### src/rtl/trace_pkg.sv
// trace_pkg: shared trace entry layout, entry types and checker FSM state codes.
package trace_pkg;

    localparam int ENTRY_W = 73;

    typedef enum logic [1:0] {
        T_END   = 2'b00,
        T_REG   = 2'b01,
        T_STORE = 2'b10,
        T_SKIP  = 2'b11
    } entry_type_e;

    typedef struct packed {
        entry_type_e typ;
        logic [4:0]  num;
        logic [1:0]  size;
        logic [31:0] addr;
        logic [31:0] data;
    } trace_entry_t;

    localparam logic [1:0] S_FETCH = 2'd0;
    localparam logic [1:0] S_RUN   = 2'd1;
    localparam logic [1:0] S_DONE  = 2'd2;
    localparam logic [1:0] S_FAIL  = 2'd3;

endpackage

### src/rtl/trace_event_fifo.sv
// trace_event_fifo: event queue accepting up to two pushes and one pop per cycle, sticky overflow.
module trace_event_fifo
    import trace_pkg::*;
#(
    parameter int DEPTH = 4
) (
    input  logic         clk,
    input  logic         rst,
    input  logic         push0,
    input  trace_entry_t d0,
    input  logic         push1,
    input  trace_entry_t d1,
    input  logic         pop,
    output trace_entry_t head,
    output logic         empty,
    output logic         overflow
);
    localparam int AW = $clog2(DEPTH);

    trace_entry_t mem [DEPTH];
    trace_entry_t first;
    logic [AW-1:0] rp, wp;
    logic [AW:0] cnt, room;
    logic full, any, two, acc0, acc1, ovf;

    // A lone push1 is compacted into the first free slot so order is preserved.
    always_comb begin
        full  = cnt == (AW+1)'(DEPTH);
        room  = (AW+1)'(DEPTH) - cnt + (AW+1)'(pop);
        any   = push0 | push1;
        two   = push0 & push1;
        first = push0 ? d0 : d1;
        acc0  = any && room != '0;
        acc1  = two && room > (AW+1)'(1);
        ovf   = (any && !acc0) || (two && !acc1);
    end

    assign empty = cnt == '0;
    assign head  = mem[rp];

    always_ff @(posedge clk) begin
        if (acc0) mem[wp] <= first;
        if (acc1) mem[wp + 1'b1] <= d1;
    end

    always_ff @(posedge clk) begin
        if (rst) begin
            rp       <= '0;
            wp       <= '0;
            cnt      <= '0;
            overflow <= 1'b0;
        end else begin
            rp       <= rp + AW'(pop);
            wp       <= wp + AW'(acc0) + AW'(acc1);
            cnt      <= cnt + (AW+1)'(acc0) + (AW+1)'(acc1) - (AW+1)'(pop);
            overflow <= overflow | ovf | (full & any & ~pop);
        end
    end
endmodule

### config.mk
export PLATFORM = sky130hd
export DESIGN_NAME = trace_event_fifo
export DESIGN_NICKNAME = d
export VERILOG_FILES = /design/src/rtl/trace_pkg.sv /design/src/rtl/trace_event_fifo.sv
export SDC_FILE = /design/constraint.sdc
export NUM_CORES = 1
export LEC_CHECK = 0
export ABC_AREA = 1
export ABC_CLOCK_PERIOD_IN_PS = 10860
export BUFFER_PORTS_ARGS = -buffer_cell sky130_fd_sc_hd__buf_4
export CAP_MARGIN = 30
export CORE_UTILIZATION = 50
export CTS_BUF_LIST = sky130_fd_sc_hd__clkbuf_16
export DETAILED_ROUTE_END_ITERATION = 7
export PLACE_DENSITY = 0.71
export SETUP_SLACK_MARGIN = 0.05
export SYNTH_ARGS = -nofsm -noshare
export SYNTH_HDL_FRONTEND = slang
export SYNTH_SLANG_ARGS = --single-unit
### constraint.sdc
create_clock -name clk -period 10.86 [get_ports clk]
set_input_delay 0.543 -clock clk [delete_from_list [all_inputs] [get_ports clk]]
set_output_delay 0.543 -clock clk [all_outputs]
set_load 0.005 [all_outputs]
### Word-level counts from Yosys, hierarchy flattened

Memories as Yosys holds them, arrays and structs flattened. A register that Yosys moved wholly into a read port is not among the register bits.
Index checks and enable logic that the tools add are counted.

* memories: 1
* bits in writable memories: 292
* bits in registers: 8
* output and inout port bits: 75
* bits of input ports: 151

Memory list
* mem: depth 4, bits a word 73, rd ports 1, clocked after memory_dff 1, write ports 2, line trace_event_fifo.sv:20 `trace_entry_t mem [DEPTH];`

* reductions and logical operators: 9
* muxes and demuxes: 6
* order comparisons: 1
* bitwise gates (word level): 7
* $add $sub $neg: 9
* equality and inequality tests: 1

Operator list (count)
* two-way mux 73 bit: 1
* adder 3 x 1 -> 3 bit: 3
* adder 2 x 1 -> 2 bit: 3
* logical AND 1 bit: 4
* two-way mux 1 bit: 4
* AND 1 bit: 3
* equality test 3 bit, second input constant: 1
* > comparator 3 x 1 -> 1 bit, second input constant: 1
* logical NOT 3 bit: 1
* OR 1 bit: 3
* nonzero test 3 bit: 1
* subtractor 3 x 1 -> 3 bit: 1
* subtractor 3 bit, first input constant: 1
* adder 2 x 1 -> 2 bit, second input constant: 1
* logical NOT 1 bit: 2
* two-way mux 2 bit: 1
* logical OR 1 bit: 1
* NOT 1 bit: 1

### Longest topological paths before layout

Gate-level depths: netlist (run 1).

* word-level depth: 9
* mapped depth: 15

### Least setup slack after synthesis (run 1)

OpenSTA, ideal clock, no wires.

* path kind: input to register
* start point: in pop
* end point: mem mem[1][0] in the netlist's numbering, enable pin
* arrival: 6.387 ns
* setup slack: 3.869 ns
* buffers on the path: 0
* required time: 10.255 ns
* cell stages on the path: 10
* library setup time: 0.605 ns
* cells stage by stage: inv_1 > ha_1 > inv_1 > ha_1 > inv_1 > nand2_1 > nand2_2 > nand2_1 > nand2_1 > o21ai_0

RTL lines
* from (decl): line trace_event_fifo.sv:13 `input logic pop,`
* to (decl): line trace_event_fifo.sv:20

==> impl_metrics.ini, run 1 <==
[grt]
grt_pass1_wl_um = 75700
grtUsageTotal_pct = 29.0
grt_start_max_net_pins = 126
grt_pass1_vias = 14200
antenna_found_initial = 0
overflow = 0

[sta]
slew_violations = 0
relSlewSlack_pct = 29.6
hold_violations = 0
fmax_ghz = 0.232
finalClockSkew_ps = 14.6
rsz0062_at_grt = false
fin_crit_sh_pct = 39.7
worst_pin_slew_ps = 1060
fin_hold_ws_ps = 212
finalSetupTns_ps = 0
finalSetupViolations = 0
post-route-min-period_ps = 4310

[layout]
drive_gt1_share_pct = 14.6
multiInputGateArea_sq_um = 6520
layout_commonest_cell = nand2_1
post-route-util_pct = 59.7
syn_to_final_growth_pct = 16.6
antenna_cells = 0
finalInstanceArea_sq_um = 19000
nFillCells = 2755
seqCellArea_sq_um = 8930
fin_nets = 2276
layout_common_cells = nand2_1, edfxtp_1, buf_4, nand3_1, nor2_1

[power_and_ir_drop]
finalPower_mw = 4.32
power_leakage_nw = 8.47
powerDensity_nw_per_um2 = 228
irDropWorstVdd_uv = 170

[clock_tree]
cts.repair.resized = 0
cts-root-buf = clkbuf_16
ctsHoldBuffers = 0
cts_inserted_buffers = 31
clkLatencyLatePin_ps = 570
path_clk_slew_ps = 60
cts_setup_buffers = 0
cts_tree = built
h-tree-depth = 1
clock_path_buffers = 3
clock_sinks = 300

[yosys]
synth_cells = 1987
synth_seq_area_share_pct = 54.8
synthesis.nets = 2145
yosys_warnings = 0
synth_cell_types = 25
synth_seq_cells = 300
netlist_area_sq_um = 16300
avgSynthCellArea_sq_um = 8.20

[critical_path]
worstSetupPathType = reg2reg
r2r_start = cnt[0]$_SDFF_PP0_
cp_max_fo = 125
cp.arrival_ps = 4480
crit_buf_inv = 4
cp-start-kind = register
critPathLaunch = cnt[0]$_SDFF_PP0_
path_delay_family = buffers and inverters
crit_path_end_kind = register
slowest_stage = nand2_4
crit_chain = ha_1 -> inv_1 -> ha_1 -> inv_1 -> nand2_2 -> nand2_2 -> inv_6 -> nand2_4 -> nand2_4 -> buf_4
slowest_delay_ps = 800
required_ps = 11030

[floorplanning]
start_util_pct = 51.2
rows = 65
die_x_um = 182
core-area_sq_um = 31800
dieArea_sq_um = 33300
ios = 226
die_h_um = 182

[drt]
post_drt_wl_per_cell_um = 18.7
via_per_inst = 5.70
drt_iter0_markers = 1614
drc = 0
routed_wl_um = 48200
ant_nets = 0
first_pass_iters = 8
vias = 14700

[outcome]
status = complete, no violations

[min_path]
worstHoldStart = rst
hold_path.class = in2reg

[placed_design]
gp_congestion = 0.852
dp_hpwl_um = 27000
place_area_sq_um = 18000
port_buffers = 225

[flow_run]
maxCapViolCount = 0
## cells in the mapped netlist
library cell / n / area [sq um]
clkbuf_1: 66 / 248
inv_4: 1 / 6.26
nor3_1: 2 / 10.0
o21ai_0: 148 / 741
nor2_4: 1 / 11.3
clkinv_1: 1 / 3.75
o22ai_1: 73 / 457
dfxtp_1: 8 / 160
nand2_2: 3 / 18.8
inv_1: 19 / 71.3
ha_1: 4 / 50.1
inv_2: 3 / 11.3
xnor2_1: 2 / 17.5
buf_2: 55 / 275
buf_4: 5 / 37.5
edfxtp_1: 292 / 8770
nand4_1: 1 / 6.26
buf_6: 23 / 259
nor2_1: 157 / 589
and3_1: 1 / 6.26
nand3_1: 221 / 1110
buf_1: 1 / 3.75
fa_1: 3 / 60.1
nand2_1: 895 / 3360
a21oi_1: 2 / 10.0
## cell families after synthesis
kind of cell | after synthesis | synth area share [%]
AOI/OAI and AO/OA | 223 | 7.41
and+or+nand+nor | 1281 | 31.4
xor gates and xnor gates | 2 | 0.108
DFF | 300 | 54.8
adders and majority gates | 7 | 0.676
buffers and inverters | 174 | 5.62
## stage by stage
stage,worst slack [ps],instances
3_5_place_dp,6080,2520
6_report,6550,2577
3_3_place_gp,6140,2517
4_1_cts,6550,2577
5_1_grt,6290,2577
2_1_floorplan,3870,1987
## worst reg2reg max path, cell delays in order (launching register included)
cell and delay (ps):
dfxtp_1 400, ha_1 170, inv_1 50, ha_1 290, inv_1 70, nand2_2 80
nand2_2 90, inv_6 650, nand2_4 830, nand2_4 480, buf_4 790
## report_power, final
part | switching, mW | leakage, nW | internal, mW
Sequential | 0.0787 | 2.81 | 1.74
Combinational | 1.02 | 5.15 | 0.432
Clock | 0.449 | 0.511 | 0.609
Total | 1.54 | 8.47 | 2.78
## worst paths after layout
kind / endpoint / slack, ps / depth (start not counted)
max: mem[2][53]$_DFFE_PP_ / 6550 / 10
min: rp[0]$_SDFF_PP0_ / 210 / 2
max reg2reg: mem[2][53]$_DFFE_PP_ / 6550 / 10
min reg2reg: overflow$_SDFF_PP0_ / 570 / 4
## sequential cells by signal, summed over array words and instances (netlist names)
signal	flops
cnt	3
mem	292
overflow	1
rp	2
wp	2
## final cells by class
| type | instances | share of cell area (%) |
|---|---|---|
| Clock buffer | 31 | 4.08 |
| Clock inverter | 26 | 1.13 |
| Inverter | 24 | 0.514 |
| Multi-Input combinational cell | 1513 | 34.3 |
| Sequential cell | 300 | 47.0 |
| Tap cell | 435 | 2.87 |
| Timing Repair Buffer | 248 | 10.0 |
## routing by layer
layer / up-vias / track usage (%) / share of wire, %
met4: 0 / 10.5 / 2.6
met3: 96 / 3.95 / 9.3
met5: - / 0 / 0
li1: 6914 / - / -
met2: 779 / 50.1 / 49
met1: 6899 / 37.2 / 39
(Power assumes the default switching activity.)
==> run 2: changes to the inputs <==
ABC_CLOCK_PERIOD_IN_PS = 4100   (was 10860)
clock period = 4.1 ns   (was 10.86 ns; I/O delays follow)
==> run 2 against run 1 <==
  * Worst setup slack worse by 5800 ps
  * Clock-buffer cell count unchanged
  * Global-route usage up 0.80 points
  * Sequential share of layout area down 2.1 points
  * Utilization up 2.7 points
  * Critical endpoint is now head[5]
  * Final cell count up 3.2%
  * Critical path depth down 6
  * Highest routed layer unchanged
  * Sequential power rose to 2.7 times the previous value
==> impl_metrics.ini, run 2 (same netlist as run 1, synthesis figures left out) <==
[sta]
fin_hold_ws_ps = 38.9
fin_crit_sh_pct = 80.5
hold_violations = 0
fin_ws_ps = 800
fmax_ghz = 0.303
slew_violations = 0
finalSetupTns_ps = 0
post-route-min-period_ps = 3300
relSlewSlack_pct = 27.9
finalSetupViolations = 0
finalClockSkew_ps = 14.2
worst_pin_slew_ps = 1080
rsz0062_at_grt = false

[grt]
antenna_found_initial = 0
overflow = 0
grt_pass1_wl_um = 77300
grt_pass1_vias = 14600
grt_start_max_net_pins = 100
grtUsageTotal_pct = 29.8

[critical_path]
cp_max_fo = 85
r2r_start = cnt[0]$_SDFF_PP0_
reg2regPathDepth = 11
slowest_delay_ps = 860
cp-start-kind = register
cp.arrival_ps = 3090
crit_path_end = head[5]
r2r-end = mem[2][53]$_DFFE_PP_
slowest_stage = buf_4
crit_chain = buf_4 -> o21ai_0 -> o22ai_1 -> buf_4
cpMostUsedCell = buf_4
worstSetupPathType = reg2out
critPathLaunch = rp[0]$_SDFF_PP0_
r2r_setup_slack_ps = 1120
crit_path_end_kind = output pin
required_ps = 3890

[flow_run]
maxCapViolCount = 0

[floorplanning]
rows = 65
start_util_pct = 51.2
die_x_um = 182
ios = 226
core-area_sq_um = 31800
dieArea_sq_um = 33300
die_h_um = 182

[clock_tree]
cts.repair.resized = 0
ctsHoldBuffers = 75
cts-root-buf = clkbuf_16
cts_setup_buffers = 0
cts_inserted_buffers = 31
path_clk_slew_ps = 60
cts_tree = built
h-tree-depth = 1
clock_sinks = 300
clock_path_buffers = 3
clkLatencyLatePin_ps = 560

[power_and_ir_drop]
clkPwrFrac_pct = 24.4
p_switching_mw = 4.15
power_leakage_nw = 8.83
swShare_pct = 35.9
irDropWorstVdd_uv = 507
finalPower_mw = 11.6
internal-power_mw = 7.41
powerDensity_nw_per_um2 = 582
pwr-share-comb_pct = 33.9
seq_power_share_pct = 41.8

[min_path]
worstHoldStart = push1
hold_path.class = in2reg

[placed_design]
pre_cts_ws_ps = 1220
dpl.cell_count = 2524
dp_hpwl_um = 26700
gp_congestion = 0.803
place_area_sq_um = 18000
port_buffers = 225

[layout]
top_register = mem
fin_nets = 2357
post-route-util_pct = 62.5
reg_top3 = mem: 292 flops, cnt: 3 flops
drive_gt1_share_pct = 14.5
finalInstanceArea_sq_um = 19900
layout_common_cells = nand2_1, edfxtp_1, buf_4, nand3_1, nor2_1
nFillCells = 2641
syn_to_final_growth_pct = 22.0
layout_commonest_cell = nand2_1
fin_cells = 2660
largest_reg_flops = 292

[outcome]
status = complete, no violations

[drt]
via_per_inst = 5.68
post_drt_wl_per_cell_um = 19.0
routed_wl_um = 50400
drt_iter0_markers = 1453
ant_nets = 0
vias = 15100
first_pass_iters = 6
drc = 0
==> run 2: cell type report <==
class,instances,area [sq um],share of cell area [%]
inverters,24,97.6,0.491
clock buffers,31,776,3.91
multi-input cells,1513,6520,32.8
repair buffers,329,2760,13.9
flip-flops and latches,300,8930,45.0
clock inverters,27,236,1.19
well taps,435,544,2.74
diodes,1,2.50,0.0126
==> run 2: metal layers <==
layer	vias up	track usage, %	part of all wire, %
met5	-	0	0
li1	7090	-	-
met4	0	11.5	2.6
met3	111	3.43	10
met1	7008	38.5	38
met2	910	51.4	49
==> run 2: worst min path at each step <==
stage	depth (start not counted)	end	slack, ps
after floorplan	2	mem[0][0]$_DFFE_PP_	390
after global placement	2	rp[0]$_SDFF_PP0_	450
after detailed placement	2	rp[0]$_SDFF_PP0_	450
after CTS	5	overflow$_SDFF_PP0_	30
after global routing	5	overflow$_SDFF_PP0_	100
final	5	overflow$_SDFF_PP0_	40
==> run 2: critical path, delay by kind of cell, from the launching register on <==
family | cells | cell delay [ps]
AO/OA/AOI/OAI | 2 | 600
flip-flops | 1 | 820
buffers and inverters | 2 | 1040
==> run 2: power by group through the flow <==
| stage | clock network, mW | registers, mW | logic, mW |
|---|---|---|---|
| after floorplan | 0 | 4.92 | 2.20 |
| after global placement | 0 | 4.87 | 3.72 |
| after detailed placement | 0 | 4.89 | 3.77 |
| after CTS | 2.84 | 4.83 | 3.84 |
| after global routing | 2.95 | 4.91 | 4.21 |
| final | 2.81 | 4.83 | 3.91 |
==> run 3: changes to the inputs <==
ABC_CLOCK_PERIOD_IN_PS = 3350   (was 4100)
clock period = 3.35 ns   (was 4.1 ns; I/O delays follow)
==> run 3 against run 2 <==
  * Sequential power up 22%
  * Design area up 0.73%
  * First-iteration DRC count up 26%
  * Global-route usage up 0.72 points
  * Clock-buffer cell count up 6
  * Final cell count unchanged
  * Clock power up 24%
  * Largest power group unchanged
  * Flip-flop and latch count unchanged
==> impl_metrics.ini, run 3 (same netlist as run 1, synthesis figures left out) <==
[clock_tree]
clkLatencyLatePin_ps = 510
ctsHoldBuffers = 69
clock_sinks = 300
cts_tree = built
cts.repair.resized = 0
cts_setup_buffers = 0
cts-root-buf = clkbuf_16
path_clk_slew_ps = 60
clock_path_buffers = 3
cts_inserted_buffers = 34
h-tree-depth = 2

[floorplanning]
dieArea_sq_um = 33300
start_util_pct = 51.2
core-area_sq_um = 31800
die_h_um = 182
rows = 65
die_x_um = 182
ios = 226

[placed_design]
pre_cts_ws_ps = 433
place_area_sq_um = 18300
dpl.cell_count = 2533
dp_hpwl_um = 27800
gp_congestion = 0.806
port_buffers = 225

[critical_path]
worstSetupPathType = reg2reg
cp_max_fo = 65
cp-start-kind = register
cp.arrival_ps = 3370
required_ps = 3710
crit_path_end_kind = register

[layout]
syn_to_final_growth_pct = 22.8
reg_top3 = mem: 292 flops, cnt: 3 flops
fin_cells = 2660
layout_commonest_cell = nand2_1
post-route-util_pct = 62.9
top_register = mem
largest_reg_flops = 292
fin_nets = 2362
antenna_cells = 0
finalInstanceArea_sq_um = 20000
layout_common_cells = nand2_1, edfxtp_1, buf_4, nand3_1, nor2_1
drive_gt1_share_pct = 14.6
nFillCells = 2665

[drt]
via_per_inst = 5.75
first_pass_iters = 6
ant_nets = 0
vias = 15300
drt_iter0_markers = 1833
drc = 0
post_drt_wl_per_cell_um = 19.1
routed_wl_um = 50900

[outcome]
status = complete, no violations

[sta]
finalSetupTns_ps = 0
slew_violations = 0
finalSetupViolations = 0
fmax_ghz = 0.333
finalClockSkew_ps = 11.4
post-route-min-period_ps = 3000
hold_violations = 0
worst_pin_slew_ps = 1050
fin_crit_sh_pct = 89.7
rsz0062_at_grt = false
relSlewSlack_pct = 29.9
fin_ws_ps = 345
fin_hold_ws_ps = 19.7

[grt]
grt_pass1_wl_um = 79000
grtUsageTotal_pct = 30.5
antenna_found_initial = 0
grt_pass1_vias = 14800
grt_start_max_net_pins = 79
overflow = 0

[flow_run]
maxCapViolCount = 0

[power_and_ir_drop]
irDropWorstVdd_uv = 557
finalPower_mw = 14.4
powerDensity_nw_per_um2 = 718
power_leakage_nw = 8.90

[min_path]
hold_path.class = in2reg
## run 3: cell count changes in the layout (fill, tap and decap cells not counted), sizes merged
cell,change
bufinv,-3
clkbuf,+6
buf,+8
clkinv,-4
dlygate4sd3,-6
diode,-1
inv,+1
clkinvlp,-1
## run 3: path summary, 6_finish.rpt
| kind | start | endpoint | slack, ps | cells past startpoint |
|---|---|---|---|---|
| setup / recovery | cnt[0]$_SDFF_PP0_ | mem[3][49]$_DFFE_PP_ | 350 | 12 |
| hold / removal | d1[60] | mem[0][60]$_DFFE_PP_ | 20 | 3 |
| setup reg to reg | cnt[0]$_SDFF_PP0_ | mem[3][49]$_DFFE_PP_ | 350 | 12 |
| hold reg to reg | overflow$_SDFF_PP0_ | overflow$_SDFF_PP0_ | 540 | 4 |
## run 3: area by class of cell
type                            count  area, sq um  share of cell area [%]
Clock buffer                       37          926                    4.63
Clock inverter                     20          108                   0.538
Tap cell                          435          544                    2.72
Inverter                           24         98.8                   0.494
Sequential cell                   300         8930                    44.7
Timing Repair Buffer              331         2880                    14.4
Multi-Input combinational cell   1513         6520                    32.6
## run 3: layer usage
metal | global-route usage (%) | wire [um] | share of wire, % | up-vias
met2 | 50.8 | 24200 | 47 | 1011
met4 | 11.1 | 1400 | 2.8 | 0
met3 | 4.27 | 6000 | 12 | 130
met1 | 40.7 | 19300 | 38 | 7059
li1 | - | - | - | 7092
met5 | 0 | 0 | 0 | -
## run 3: power breakdown
part           switching, mW  internal [mW]  leakage [nW]
clock network           1.45           2.05         0.529
logic                   3.41           1.57          5.57
registers              0.268           5.62          2.81
total                   5.12           9.24          8.90
## run 3: worst max-delay path, cell delays in order, from the launching register on
cell and delay (ps):
dfxtp_1 400, ha_1 170, inv_1 40, ha_1 190, nand2_1 80, nand2_2 70
nand2_2 70, nand2_2 100, inv_6 290, buf_4 630, buf_4 500, nand3_1 150
nand2_1 110
